[config.mk]
export PLATFORM = sky130hd
export DESIGN_NAME = spi_txn_arbiter
export DESIGN_NICKNAME = d
export VERILOG_FILES = /design/src/rtl/spi_ctrl_pkg.sv /design/src/rtl/rr_arbiter.sv /design/src/rtl/spi_txn_arbiter.sv
export SDC_FILE = /design/constraint.sdc
export NUM_CORES = 1
export LEC_CHECK = 0
export CORE_MARGIN = 5
export CORE_UTILIZATION = 40
export CTS_CLUSTER_SIZE = 10
export DETAILED_ROUTE_END_ITERATION = 10
export PLACE_DENSITY = 0.78
export SLEW_MARGIN = 15
export SYNTH_ARGS = -nofsm -noshare
export SYNTH_HDL_FRONTEND = slang
export SYNTH_SLANG_ARGS = --single-unit
[constraint.sdc]
create_clock -name sclk -period 3.11 [get_ports sclk]
set_clock_uncertainty 0.2 [all_clocks]
set_input_delay 0.933 -clock sclk [delete_from_list [all_inputs] [get_ports sclk]]
set_output_delay 0.933 -clock sclk [all_outputs]
set_load 0.05 [all_outputs]
[src/rtl/spi_ctrl_pkg.sv]
// Shared types for the SPI transaction sequencer: controller states and transfer size.
package spi_ctrl_pkg;

  localparam int SPI_BITS = 8;
  localparam int CNT_W    = $clog2(SPI_BITS);

  typedef enum logic [2:0] {
    IDLE,
    LOAD,
    SHIFT,
    READ1,
    READ2,
    DONE
  } state_t;

endpackage

[src/rtl/rr_arbiter.sv]
// Combinational round-robin picker: first set request after last_grant, wrapping around.
module rr_arbiter #(
  parameter int NUM_REQ = 4,
  parameter int GRANT_W = 2
) (
  input  logic [NUM_REQ-1:0] req,
  input  logic [GRANT_W-1:0] last_grant,
  output logic               valid,
  output logic [GRANT_W-1:0] grant
);

  logic [2*NUM_REQ-1:0] doubled;
  logic [NUM_REQ-1:0]   rotated;
  int                   pos;

  // Rotating the doubled vector puts the requester just after last_grant at bit 0.
  always_comb begin
    doubled = {req, req} >> (int'(last_grant) + 1);
    rotated = doubled[NUM_REQ-1:0];
    valid   = 1'b0;
    grant   = last_grant;
    pos     = 0;
    for (int k = 0; k < NUM_REQ; k++) begin
      if (!valid && rotated[k]) begin
        valid = 1'b1;
        pos   = int'(last_grant) + 1 + k;
        if (pos >= NUM_REQ) pos = pos - NUM_REQ;
        if (pos >= NUM_REQ) pos = pos - NUM_REQ;
        grant = GRANT_W'(pos);
      end
    end
  end

endmodule

[src/rtl/spi_txn_arbiter.sv]
// Shares one spi_master byte engine among NUM_REQ requesters; sequences a full-duplex
// 8-bit transfer per grant and returns the received byte with a one-cycle ack.
module spi_txn_arbiter
  import spi_ctrl_pkg::*;
#(
  parameter int NUM_REQ = 4,
  parameter int GRANT_W = (NUM_REQ > 1) ? $clog2(NUM_REQ) : 1
) (
  input  logic                 sclk,
  input  logic                 reset,
  input  logic [NUM_REQ-1:0]   req,
  input  logic [8*NUM_REQ-1:0] wdata,
  output logic [NUM_REQ-1:0]   ack,
  output logic [7:0]           rdata,
  output logic                 busy,
  output logic [GRANT_W-1:0]   grant_id,
  output logic [NUM_REQ-1:0]   cs_n,
  output logic                 m_start,
  output logic                 m_load,
  output logic                 m_read,
  output logic [7:0]           m_data_in,
  input  logic [7:0]           m_data_out
);

  state_t             state;
  logic [CNT_W-1:0]   bitcnt;
  logic [GRANT_W-1:0] last_grant;
  logic               arb_valid;
  logic [GRANT_W-1:0] arb_grant;
  logic [7:0]         sel_byte;

  rr_arbiter #(
    .NUM_REQ (NUM_REQ),
    .GRANT_W (GRANT_W)
  ) u_rr (
    .req        (req),
    .last_grant (last_grant),
    .valid      (arb_valid),
    .grant      (arb_grant)
  );

  always_comb begin
    sel_byte = 8'h00;
    for (int i = 0; i < NUM_REQ; i++) begin
      if (arb_grant == GRANT_W'(i)) sel_byte = wdata[8*i +: 8];
    end
  end

  // Every output is set on the transition into the state it belongs to, so outputs
  // stay registered and track the state with no combinational path from req.
  always_ff @(posedge sclk or negedge reset) begin
    if (!reset) begin
      state      <= IDLE;
      bitcnt     <= '0;
      last_grant <= GRANT_W'(NUM_REQ - 1);
      grant_id   <= '0;
      ack        <= '0;
      rdata      <= 8'h00;
      busy       <= 1'b0;
      cs_n       <= '1;
      m_start    <= 1'b0;
      m_load     <= 1'b0;
      m_read     <= 1'b0;
      m_data_in  <= 8'h00;
    end else begin
      ack <= '0;
      case (state)
        IDLE: begin
          if (arb_valid) begin
            state     <= LOAD;
            grant_id  <= arb_grant;
            m_data_in <= sel_byte;
            busy      <= 1'b1;
            cs_n      <= ~(NUM_REQ'(1) << arb_grant);
            m_start   <= 1'b1;
            m_load    <= 1'b1;
          end
        end
        LOAD: begin
          state  <= SHIFT;
          bitcnt <= '0;
          m_load <= 1'b0;
        end
        SHIFT: begin
          bitcnt <= bitcnt + CNT_W'(1);
          if (bitcnt == CNT_W'(SPI_BITS - 1)) begin
            state  <= READ1;
            m_read <= 1'b1;
          end
        end
        READ1: begin
          state   <= READ2;
          m_start <= 1'b0;
        end
        READ2: begin
          state  <= DONE;
          rdata  <= m_data_out;
          m_read <= 1'b0;
          cs_n   <= '1;
          ack    <= NUM_REQ'(1) << grant_id;
        end
        DONE: begin
          state      <= IDLE;
          last_grant <= grant_id;
          busy       <= 1'b0;
        end
        default: state <= IDLE;
      endcase
    end
  end

endmodule

After elaboration in Yosys (flattened, before gate mapping)
Index checks and enable logic that the tools add are counted.
W data, S select, Z words.
{"block": "totals", "wordCells": 106, "ff_bits": 38}
{"block": "classes", "muxes": 37, "bitwise_logic": 1, "n_reduce_logical": 21, "n_eq_ne": 11, "shifts": 3, "add_sub_neg": 13, "order_cmp": 8}
{"operator": "$ge A32 B4 Y1 const B", "n": 8}
{"operator": "$mux W32", "n": 8}
{"operator": "$sub A32 B4 Y32 const B", "n": 4}
{"operator": "$add A32 B3 Y32 const B", "n": 2}
{"operator": "$add A32 B2 Y32 const B", "n": 1}
{"operator": "$mux W8", "n": 4}
{"operator": "$mux W2", "n": 8}
{"operator": "$pmux W3 S5", "n": 1}
{"operator": "$reduce_and A2 Y1", "n": 7}
{"operator": "$reduce_bool A2 Y1", "n": 6}
{"operator": "$eq A3 B3 Y1 const B", "n": 3}
{"operator": "$mux W4", "n": 2}
{"operator": "$pmux W1 S2", "n": 4}
{"operator": "$pmux W4 S2", "n": 1}
{"operator": "$shl A1 B2 Y4 const A", "n": 2}
{"operator": "$shr A8 B3 Y4", "n": 1}
{"operator": "$sub A2 B1 Y2 const B", "n": 4}
{"operator": "$eq A3 B2 Y1 const B", "n": 2}
{"operator": "$mux W1", "n": 6}
{"operator": "$mux W3", "n": 2}
{"operator": "$pmux W3 S2", "n": 1}
{"operator": "$eq A2 B2 Y1 const B", "n": 2}
{"operator": "$ne A2 B2 Y1 const B", "n": 2}
{"operator": "$not A4 Y4", "n": 1}
{"operator": "8 further kinds", "n": 12}

Logic depth before layout (Yosys ltp)
{"block": "logic_depth", "depth_word": 20, "ltp_mapped": 7}

By module
From an unflattened synthesis, not the netlist that was laid out.
{"block": "hier_totals", "hier_cells": 174, "hier_area_um2": 1823.0}
{"module": "spi_txn_arbiter", "n_inst": 1, "area_each_um2": 1747.9, "seq_area_each_um2": 958.4, "cells_each": 162}
{"module": "rr_arbiter", "n_inst": 1, "area_each_um2": 75.1, "seq_area_each_um2": 0.0, "cells_each": 12}

Least setup slack after synthesis
Ideal clock, no wire load.
{"block": "synth_timing", "kind": "input-to-reg", "start": "in req[1]", "end": "reg m_data_in[1]", "arrival_time_ns": 1.877, "path_slack_ns": 0.942, "cell_stages": 6, "setup_ns": 0.091, "path_cell_list": "nor4_2 -> nor3_2 -> nand2b_4 -> buf_8 -> nand2_1 -> o221ai_1"}
{"block": "synth_via", "elab_chain_cells": 16, "elab_cells_between_ends": 24}
{"element": "from (decl)", "line_no": "spi_txn_arbiter.sv:11", "source": "input logic [NUM_REQ-1:0] req,"}
{"element": "$shr A8 B3 Y4 (*)", "line_no": "rr_arbiter.sv:18", "source": "doubled = {req, req} >> (int'(last_grant) + 1);"}
{"element": "$mux W1", "line_no": "rr_arbiter.sv:24", "source": "if (!valid && rotated[k]) begin"}
{"element": "$logic_not A1 Y1", "line_no": "rr_arbiter.sv:24"}
{"element": "$logic_and A1 B1 Y1", "line_no": "rr_arbiter.sv:24"}
{"element": "$mux W1", "line_no": "rr_arbiter.sv:24"}
{"element": "$logic_not A1 Y1", "line_no": "rr_arbiter.sv:24"}
{"element": "$logic_and A1 B1 Y1", "line_no": "rr_arbiter.sv:24"}
{"element": "$mux W1", "line_no": "rr_arbiter.sv:24"}
{"element": "$logic_not A1 Y1", "line_no": "rr_arbiter.sv:24"}
{"element": "$logic_and A1 B1 Y1", "line_no": "rr_arbiter.sv:24"}
{"element": "$mux W2", "line_no": "rr_arbiter.sv:24"}
{"element": "$logic_not A2 Y1", "line_no": "spi_txn_arbiter.sv:45", "source": "if (arb_grant == GRANT_W'(i)) sel_byte = wdata[8*i +: 8];"}
{"element": "$mux W8 (4 in a row)", "line_no": "spi_txn_arbiter.sv:45"}
{"element": "to (signal assigned)", "line_no": "spi_txn_arbiter.sv:72", "source": "m_data_in <= sel_byte;"}
{"element": "to (decl)", "line_no": "spi_txn_arbiter.sv:21", "source": "output logic [7:0] m_data_in,"}
Mark *: on every way between the ends. The rest lies on a longest branch, timed or not.
A chain may end at the register's enable or synchronous reset.

Worst setup path after layout
{"block": "layout_timing", "start": "reg grant_id[0]", "end": "out grant_id[0]"}
{"element": "from (decl)", "line_no": "spi_txn_arbiter.sv:16", "source": "output logic [GRANT_W-1:0] grant_id,"}
{"element": "from (signal assigned)", "line_no": "spi_txn_arbiter.sv:71", "source": "grant_id <= arb_grant;"}
No word-level cell between the ends.

==> metrics.cfg <==
[synth]
synth_nets=233
syn_inst=185
avgSynthCellArea_um2=10.10
synth_top_area_share_pct=42.84
ys_seq_area_share_pct=51.27
ys_ff_latch=38
ys_top_cells_by_area=dfrtp_1 (43%), nand2_1 (9.4%), mux2i_1 (9.1%)
synth_warnings=0
synth-edff-count=0
synthDistinctLibCells=39
yosysMostFrequentCell=nand2_1
yosys.area.top_type=dfrtp_1
netlist_area_mm2=0.001869
synthFlopType=dfrtp_1
synth_common_cells=nand2_1 (47), dfrtp_1 (32), mux2i_1 (17)
synthArstFlopShare_pct=100.0

[routing]
route.detailed.drc=0
wire_per_inst_um=15.18
ant_nets=0
drt_first_pass_iters=4
viasPerCell=5.169
drtIter0Drc=66
via_count=1623
routed_wl_mm=4.765

[pwr]
finalPower_mw=2.996
p_leak_nw=1.211
power.density_mw_per_mm2=1092
peakVddDrop_v=0.0004953

[placed_design]
port_buffers=75
place_inst=306
gp_congestion=0.7439
hpwl_mm=3.675

[worst_setup_path]
crit_family=buffers and inverters
slowest_stage=clkdlybuf4s50_1
rrSetupSlack_ps=1070
cpPeakStageDelay_ps=860
path_class=flip-flop to primary output
r2r_cells=5
arrival_ps=1650
critPathBufInv=1
endpoint_kind=primary output
crit_fanout=7
critPathRequiredTime_ps=1980
worst-path-stages=1
path_cells=clkdlybuf4s50_1
startpoint_type=flip-flop

[timing]
rsz0062_at_grt=false
layout_worst_path_cycle_share_pct=89.63
tightestPinTransition_ps=872.8
totalNegativeSetupSlack_ps=0
slew_viol_final=0
setup_viol=0
fmax_mhz=358.8
slew_headroom_pct=41.60
period_needed_ps=2787
hold_viol=0

[floorplan]
pin_count=76
core_mm2=0.004444
start_util_pct=42.06
rows=24
die_y_um=78.36
die-area_mm2=0.006140
die_w_um=78.36

[cells_and_area]
num-fill-cells=376
nNetsFinal=309
drive_gt1_share_pct=11.83
finalNonFillerCells=314
syn2layout_area_growth_pct=46.72
antenna_cells=0

[clocking]
post_cts_buffers=0
cts_buffers=5
holdBufCountCts=0
cts_num_sinks=38
cts_tree=yes
cts_root_buf=clkbuf_8
clk_pin_slew_ps=80
clockBufferDepth=2
clk-insertion-delay-late_ps=290
ctsHtreeMaxLevel=2
cts_resized=0

[grt]
overflow=0
track_usage_pct=16.18
grt_max_degree=39
antenna_found_initial=0
grt_pass1_wl_mm=7.872
grt_pass1_vias=1585

[outcome]
status=finished clean

[run]
maxCapViolCount=0

[hold_path]
holdPathStages=2
holdCritPathClass=flip-flop to flip-flop

worst reg2reg max path, cell delays in order, from the launching register on:
cell and delay [ps]:
dfstp_2 600, nand2b_1 120, a21oi_1 80, nor3_1 420
nand2_2 220, o221ai_1 310
sequential cells by signal, indices dropped and copies added (netlist names):
register    cells
m_data_in       8
rdata           8
ack             4
cs_n            4
bitcnt          3
state           3
grant_id        2
last_grant      2
busy            1
m_load          1
m_read          1
m_start         1
area by class of cell:
class | instances | area (µm²) | share of cell area [%]
sequential | 38 | 958.4 | 34.95
multi-input combinational | 135 | 844.6 | 30.79
timing repair buffer | 78 | 780.7 | 28.47
clock buffer | 6 | 72.57 | 2.646
tap | 52 | 65.06 | 2.372
inverter | 3 | 11.26 | 0.4106
clock inverter | 2 | 10.01 | 0.3650
through the flow:
stage               hold WS [ps]  utilization [%]  instance area (µm²)  setup slack [ps]
detailed placement         261.6            59.85                 2660             174.7
global route               296.6            61.71                 2743             277.1
floorplan                  274.1                -                 1869             941.9
finish                     274.4            61.71                 2743             322.6
global placement           257.7            59.85                 2660             278.2
CTS                        280.0            61.71                 2743             318.2
cell families after synthesis:
| logic type | synth area share, % |
|---|---|
| and+or+nand+nor | 21.89 |
| DFF | 51.27 |
| AOI/OAI and AO/OA | 10.64 |
| muxes | 10.31 |
| buffers and inverters | 4.082 |
| adders and majority gates | 1.338 |
| xor gates and xnor gates | 0.4686 |
cell usage in the layout, fill, tap and decap left out, types with 2 or more instances in the layout:
master	n
a21oi_1	3
a22oi_1	2
and3_1	2
buf_4	2
clkbuf_8	5
clkdlybuf4s50_1	74
clkinv_2	2
dfrtp_1	32
dfstp_2	6
ha_1	2
inv_2	2
mux2_2	2
mux2i_1	17
nand2_1	47
nand2_2	4
nand2b_1	3
nor2_1	13
nor3_1	6
o21ai_0	6
o21ai_1	3
o221ai_1	8
or3_1	2
power by group:
part           total, mW  switching [mW]  leakage [nW]  internal (mW)
sequential         0.939           0.208         0.457          0.730
combinational       1.74            1.08         0.710          0.665
clock              0.316           0.161        0.0450          0.155
total               3.00            1.45          1.21           1.55
metal layers:
layer	track usage (%)	share of wire, %
met4	6.294	2.0
met1	21.65	44
met2	25.43	49
met5	0	0
met3	3.890	4.8
worst paths after layout:
check                                                from                  endpoint
worst max-delay path              grant_id[0]$_DFFE_PN0P_               grant_id[0]
worst min-delay path                 rdata[4]$_DFFE_PN0P_      rdata[4]$_DFFE_PN0P_
worst max register to register  last_grant[1]$_DFFE_PN1P_  m_data_in[0]$_DFFE_PN0P_
worst min register to register       rdata[4]$_DFFE_PN0P_      rdata[4]$_DFFE_PN0P_
max in group asynchronous                           reset  m_data_in[4]$_DFFE_PN0P_
min in group asynchronous                           reset        m_load$_DFFE_PN0P_
No activity file was read; power rests on OpenSTA's default activity.
